==> src/rtl/cross_bar_mux_arbiter.sv <==
// Crossbar output stage: packet-granular round-robin merge of SOURCE_NO streams, beats tagged with source index.
// Latency 1 cycle from accept to m_axis (1 arbitration bubble per packet); a 2-entry skid absorbs m_axis_tready stalls.
module cross_bar_mux_arbiter #(
  parameter int SSEL_WIDTH = 2,
  parameter int SOURCE_NO  = 2**SSEL_WIDTH,
  parameter int DATA_WIDTH = 32
) (
  input  logic                                aclk,
  input  logic                                aresetn,
  input  logic [SOURCE_NO-1:0][DATA_WIDTH-1:0] s_axis_tdata,
  input  logic [SOURCE_NO-1:0]                s_axis_tvalid,
  input  logic [SOURCE_NO-1:0]                s_axis_tlast,
  output logic [SOURCE_NO-1:0]                s_axis_tready,
  output logic [DATA_WIDTH-1:0]               m_axis_tdata,
  output logic                                m_axis_tvalid,
  output logic                                m_axis_tlast,
  output logic [SSEL_WIDTH-1:0]               m_axis_tsrc,
  input  logic                                m_axis_tready
);

  typedef enum logic [1:0] {
    IDLE   = 2'b00,
    ACTIVE = 2'b01
  } state_t;

  typedef struct packed {
    logic [DATA_WIDTH-1:0] dat;
    logic                  last;
    logic [SSEL_WIDTH-1:0] src;
  } beat_t;

  state_t                state, state_nxt;
  logic [SSEL_WIDTH-1:0] grant, grant_nxt;
  logic [SSEL_WIDTH-1:0] last_grant, last_grant_nxt;
  logic [SSEL_WIDTH-1:0] rr_idx, rr_pick;
  logic                  rr_hit;

  beat_t                 main_q, skid_q, beat_in;
  logic                  main_vld, skid_vld, skid_ready;
  logic                  push, pop, skid_vld_nxt;

  // Search starts just after the last winner; index overflow gives the modulo wrap.
  always_comb begin
    rr_hit  = 1'b0;
    rr_pick = last_grant;
    rr_idx  = '0;
    for (int i = 1; i <= SOURCE_NO; i++) begin
      rr_idx = last_grant + SSEL_WIDTH'(i);
      if (!rr_hit && s_axis_tvalid[rr_idx]) begin
        rr_hit  = 1'b1;
        rr_pick = rr_idx;
      end
    end
  end

  always_comb begin
    s_axis_tready = '0;
    for (int i = 0; i < SOURCE_NO; i++) begin
      if (state == ACTIVE && grant == SSEL_WIDTH'(i)) begin
        s_axis_tready[i] = skid_ready;
      end
    end
  end

  always_comb begin
    push         = (state == ACTIVE) && s_axis_tvalid[grant] && skid_ready;
    pop          = main_vld && m_axis_tready;
    beat_in.dat  = s_axis_tdata[grant];
    beat_in.last = s_axis_tlast[grant];
    beat_in.src  = grant;
    skid_vld_nxt = skid_vld ? !pop : (main_vld && !pop && push);
  end

  always_comb begin
    state_nxt      = state;
    grant_nxt      = grant;
    last_grant_nxt = last_grant;
    case (state)
      IDLE: begin
        if (rr_hit) begin
          grant_nxt = rr_pick;
          state_nxt = ACTIVE;
        end
      end
      ACTIVE: begin
        if (push && s_axis_tlast[grant]) begin
          state_nxt      = IDLE;
          last_grant_nxt = grant;
        end
      end
      default: state_nxt = IDLE;
    endcase
  end

  always_ff @(posedge aclk or negedge aresetn) begin
    if (!aresetn) begin
      state      <= IDLE;
      grant      <= '0;
      last_grant <= SSEL_WIDTH'(SOURCE_NO - 1);
    end else begin
      state      <= state_nxt;
      grant      <= grant_nxt;
      last_grant <= last_grant_nxt;
    end
  end

  // Skid only fills while main is held; it always drains into main first.
  always_ff @(posedge aclk or negedge aresetn) begin
    if (!aresetn) begin
      main_q     <= '0;
      skid_q     <= '0;
      main_vld   <= 1'b0;
      skid_vld   <= 1'b0;
      skid_ready <= 1'b1;
    end else begin
      if (!main_vld || pop) begin
        if (skid_vld) begin
          main_q   <= skid_q;
          main_vld <= 1'b1;
        end else if (push) begin
          main_q   <= beat_in;
          main_vld <= 1'b1;
        end else begin
          main_vld <= 1'b0;
        end
      end else if (push) begin
        skid_q <= beat_in;
      end
      skid_vld   <= skid_vld_nxt;
      skid_ready <= !skid_vld_nxt;
    end
  end

  assign m_axis_tvalid = main_vld;
  assign m_axis_tdata  = main_q.dat;
  assign m_axis_tlast  = main_q.last;
  assign m_axis_tsrc   = main_q.src;

endmodule

==> config.mk <==
export PLATFORM = sky130hd
export DESIGN_NAME = cross_bar_mux_arbiter
export DESIGN_NICKNAME = d
export VERILOG_FILES = /design/src/rtl/cross_bar_mux_arbiter.sv
export SDC_FILE = /design/constraint.sdc
export NUM_CORES = 1
export LEC_CHECK = 0
export BUFFER_PORTS_ARGS = -buffer_cell sky130_fd_sc_hd__buf_2
export CAP_MARGIN = 20
export CORE_ASPECT_RATIO = 0.5
export CORE_MARGIN = 2
export CORE_UTILIZATION = 40
export CTS_BUF_LIST = sky130_fd_sc_hd__clkbuf_8
export DETAILED_ROUTE_END_ITERATION = 16
export PLACE_DENSITY = 0.71
export SKIP_LAST_GASP = 1
export SYNTH_ARGS = -nofsm -noshare
export SYNTH_HDL_FRONTEND = slang
export SYNTH_SLANG_ARGS = --single-unit
==> constraint.sdc <==
create_clock -name aclk -period 1.8 [get_ports aclk]
set_input_delay 0.54 -clock aclk [delete_from_list [all_inputs] [get_ports aclk]]
set_output_delay 0.54 -clock aclk [all_outputs]
set_load 0.005 [all_outputs]
* Word level (Yosys, flattened, before mapping) *
Cells that the tools add are included.

cells by class
  add/sub/neg operators = 3
  multipliers = 0
  div/mod/pow operators = 0
  $lt $le $gt $ge = 5
  equality and inequality tests = 6
  shift-type cells = 0
  muxes and demuxes = 34
  bitwise gates (word level) = 1
  reductions and logical operators = 28

operators with widths
  operator               number
  $mux W35               2
  $bmux W32 S2           1
  $mux W32               1
  $mux W1                17
  $lt A2 B3 Y1 const B   5
  $logic_and A1 B1 Y1    13
  $bmux W1 S2            6
  $mux W2                6
  $reduce_and A2 Y1      5
  $logic_not A1 Y1       6
  $add A2 B2 Y2 const B  2
  $eq A2 B1 Y1 const B   2
  $eq A2 B2 Y1 const B   2
  $logic_not A2 Y1       2
  $pmux W2 S2            1
  $add A2 B1 Y2 const B  1
  $ne A2 B1 Y1 const B   1
  $ne A2 B2 Y1 const B   1
  $reduce_bool A2 Y1     1
  $logic_or A1 B1 Y1     1
  $not A1 Y1             1

storage, ports and cells
  flip-flop bits (word level) = 79
  latch bits = 0
  memory bits (writable) = 0
  memory bits (read-only) = 0
  input port bits = 139
  output and inout port bits = 40
  word-level logic and storage cells = 89
  memories = 0

* Logic depth before layout (Yosys ltp) *
  word-level depth = 15
  mapped depth = 6
  depth with buffers taken out = 4

* Worst setup path before layout *
Ideal clock, no wire load.

  path type = register to register
  from = register grant[0]
  to = register main_q (netlist bit m_axis_tdata[14])
  data arrival time = 1,718 ps
  required time = 1,675 ps
  slack = -43 ps
  stages on the path, launching flop included = 6
  period minus slack after synthesis = 1,843 ps
  cell sequence = dfrtp_1 > buf_6 > buf_6 > mux4_2 > mux2_2 > mux2_4

between the ends
  word-level cells in the longest chain between the ends = 6
  elaborated cells on any way between the ends = 10
  classes of those cells = mux: 6; reduce/logical: 4

ends and longest elaborated chain
  item                                 line  RTL
  start: declaration                   33    logic [SSEL_WIDTH-1:0] grant, grant_nxt;
  start signal: assignment             102   grant <= grant_nxt;
  $bmux W1 S2                          66    push = (state == ACTIVE) && s_axis_tvalid[grant] && skid_ready;
  $mux W1 (not written as such)        66
  $logic_and A1 B1 Y1 (2 in a row)     66
  $reduce_bool A2 Y1 (no source line)  -
  $reduce_and A2 Y1 (no source line)   -
  end signal: assignment               118   main_q <= skid_q;
  end signal: assignment               121   main_q <= beat_in;
  end: declaration                     38    beat_t main_q, skid_q, beat_in;

Parallel ways exist; a longest one is shown, timed or not. The select of a mux whose other input is x is not followed.
A chain may end at the register's enable or synchronous reset.

* Final worst setup path *
  from = register grant[0]
  to = register main_q (netlist bit m_axis_tdata[6])

The elaborated chain is that of the path after synthesis.

==> out/results.md <==
• 70.5% — share of layout cells above drive strength 1
• 0 — Antenna diodes
• 0.442 ns — transition time of the tightest slew-check pin
• 0% — adder-cell share of the synthesized area
• 0.759 — final estimated routing congestion in global placement
• 0.00615 mm2 — final std cell area, no fill
• 0.00299 uW — leak pwr
• 0.507 GHz — timing-limited maximum frequency
• 6 — worst-case reg-to-reg path depth
• 0.125 ns — final-layout worst hold slack
• 0% — xor/xnor share of the synthesized area
• 70.5% — Max-slew headroom
• 18300 um — first-pass GRT wire length
• 42.8% — fraction of post-synthesis cell area in the top cell type by area
• 66 — count of endpoints failing setup in the final report
• 2.22 ns — arrival time of data at the critical path endpoint
• 0 — final count of pins violating max slew
• 277 — Cells after Synth
• 0.0104 mm2 — Core ar.
• dfrtp_1 — most frequent cell after synthesis
• 100% — post-synthesis async set-or-reset flop share
• 847 — Filler Cells Inserted
• 0 — number of enable flip-flop cells after synthesis
• 17.8 um — routed length per instance
• 0.46 ns — slowest stage delay, CP
• 0.00693 ns — final worst clock skew
• 152 um — width of the chip
• 0 — antenna violations before repair
• 416 — Post-Synthesis Net Count
• 0 — Post-route DRC
• dfrtp_1 — Most used DFF post-synth
• 30 — number of distinct library cell variants in the gate-level netlist after synthesis
• 9 — cts bufs inserted
• 19.8% — global-route usage over all layers
• 0 — total number of yosys warnings
• 626 — fin nets
• 11300 um — total length of routed wires
• flop — type of origin of the critical path
• finished, violations left — result of the run
• 26 — floorplan row count
• 1.77% — share of the synthesized area in compound gates (AO/OA/AOI/OAI)
• 2.48% — area share of and/or/nand/nor cells after synthesis
• input port to asynchronous set/reset pin — path category of the worst min-delay check
• 78 — Seq cells post-synth
• 2.04 ns — endpoint required time on the critical path
• 122 — count of routing violations after the opening detailed-route iteration
• 3 — H-tree depth
• 179 — I/O pin count
• flop — kind of end point of the critical path
• 78.0 um — Die Span Y
• 78 — TritonCTS Sinks
• 0 — GRT overflow
• 110% — period utilization
• setup timing — violations in the final reports
• 0 — final number of hold-violating endpoints
• 11400 uW — post-route total power
• multiplexers — main combinational cell family by area after synthesis
• 0.36 ns — clock insertion delay at the later pin of the skew report
• 2 — Bufs on Longest Clock Path
• 178 — count of buffers inserted at the top-level ports
• 0 — antenna-violating nets left
• 1860 mW/mm2 — Pwr Density
• 0.00230 mm2 — total area of multi-input combinational cells
• -0.174 ns — fin worst setup slack
• -0.164 ns — post-placement setup slack
• 47.6% — proportion of synthesized area in mux cells
• 44.6% — post-synthesis sequential area ratio
• dfrtp_2 — slowest library cell on the worst path
• done — CTS tree
• dfrtp_1 — library cell occupying the most area in the post-synthesis netlist
• 0.07 ns — Clock Pin Slew Worst Setup and Hold Paths
• 6 — crit path max fanout
• 42.0% — effective utilization at floorplan
• 0.000746 V — worst supply voltage drop on vdd
• 33 — maximum number of pins on one net before global-route repair
• 0.00562 mm2 — post-placement cell area
• 3250 — detailed-route via count
• 3 — DR pass1 iterations
• 15.8 um2 — syn_area_per_cell
• 1.97 ns — Final min period
• 0.00438 mm2 — post-synthesis instance area
• 5.14 — via count normalized by instance count
• nand3b_1, buf_4, o221a_1, or2_4, clkbuf_16, mux2_4 — CP Cell Sequence
• dfrtp_1, mux4_2, mux2_2 — most area-consuming cells after synthesis
• 0.00196 mm2 — combined flip-flop and latch cell area
• 40.4% — synth-to-layout area growth
• 0 — max-capacitance violation count
• 3661 — via count of the first global-routing pass
• 0.0119 mm2 — area of the die
• flop to flop — WS Path Type
• 8030 um — detailed placer's ending HPWL
• clkbuf_8 — CTS root buffer
• dfrtp_1, mux2_2, mux2_1 — Commonest cells post-synth
• true — unrepaired setup endpoints after global routing
stage by stage:
step | cells | TNS (ns) | util, %
after floorplan | 277 | -1.39 | -
after global placement | 603 | -5.75 | 53.8
after detailed placement | 603 | -6.59 | 53.8
after CTS | 629 | -5.31 | 58.1
after global routing | 632 | -13.46 | 58.9
final | 632 | -7.64 | 58.9
timing repair:
action                                  CTS  global route
hold buffers                              0             0
endpoints found under the setup margin   74            78
gates resized for setup                  13             8
buffers inserted                          6             1
cloned                                    4             2
pin swaps                                 0             0
final cells by class:
class / count / share of cell area (%)
sequential: 78 / 31.8
inverter: 4 / 0.244
tap: 140 / 2.85
clock buffer: 12 / 2.68
timing repair buffer: 218 / 23.9
clock inverter: 4 / 1.12
multi-input combinational: 176 / 37.4
cells by family (layout without fill, tap and decap cells):
kind of cell    Yosys count  after routing
simple gates             22             22
buf+inv                  23            238
mux                     143            143
compound gates           11             11
flops                    78             78
worst max-delay path: cells and delay by family (launching register included):
family | cells | cell delay (ns)
AO/OA/AOI/OAI | 1 | 0.21
buffers and inverters | 2 | 0.36
flip-flops | 1 | 0.46
multiplexers | 1 | 0.29
AND/OR/NAND/NOR | 2 | 0.54
path summary, 6_finish.rpt:
check / from / end / slack, ns
min in group aclk: skid_q[15]$_DFFE_PN0P_ / skid_q[15]$_DFFE_PN0P_ / 0.49
hold reg to reg: skid_q[15]$_DFFE_PN0P_ / skid_q[15]$_DFFE_PN0P_ / 0.49
max in group asynchronous: aresetn / skid_q[15]$_DFFE_PN0P_ / 1.17
setup reg to reg: grant[0]$_DFFE_PN0P_ / m_axis_tdata[6]$_DFFE_PN0P_ / -0.17
hold / removal: aresetn / m_axis_tdata[0]$_DFFE_PN0P_ / 0.12
setup / recovery: grant[0]$_DFFE_PN0P_ / m_axis_tdata[6]$_DFFE_PN0P_ / -0.17
metal layers:
metal	GRT usage, %	share of wire [%]	vias to the layer above
li1	-	-	1491
met1	23.7	42	1646
met2	34.8	51	88
met3	5.19	4.2	25
met4	7.94	2.4	0
met5	0	0	-
cells in the final DEF, fill, tap and decap left out, drive strengths merged, types with 2 or more instances in the layout:
master,n
nand2,5
mux4,33
dfrtp,75
bufinv,2
nor2,7
buf,215
mux2i,5
dfstp,3
inv,5
nand2b,3
mux2,105
nand3b,2
o21ai,4
clkbuf,14
power breakdown:
group	switching [uW]	internal, uW	leakage (uW)	total (uW)
combinational	2470	4210	0.00194	6680
clock	626	888	0.000124	1510
sequential	523	2710	0.000921	3230
total	3620	7800	0.00299	11400
registers in the layout, summed over array words and instances (netlist names):
signal,cells
grant,2
last_grant,2
m_axis_tdata,32
m_axis_tlast,1
m_axis_tsrc,2
m_axis_tvalid,1
skid_q,35
skid_ready,1
skid_vld,1
state,1
No activity file was read; power rests on OpenSTA's default activity.
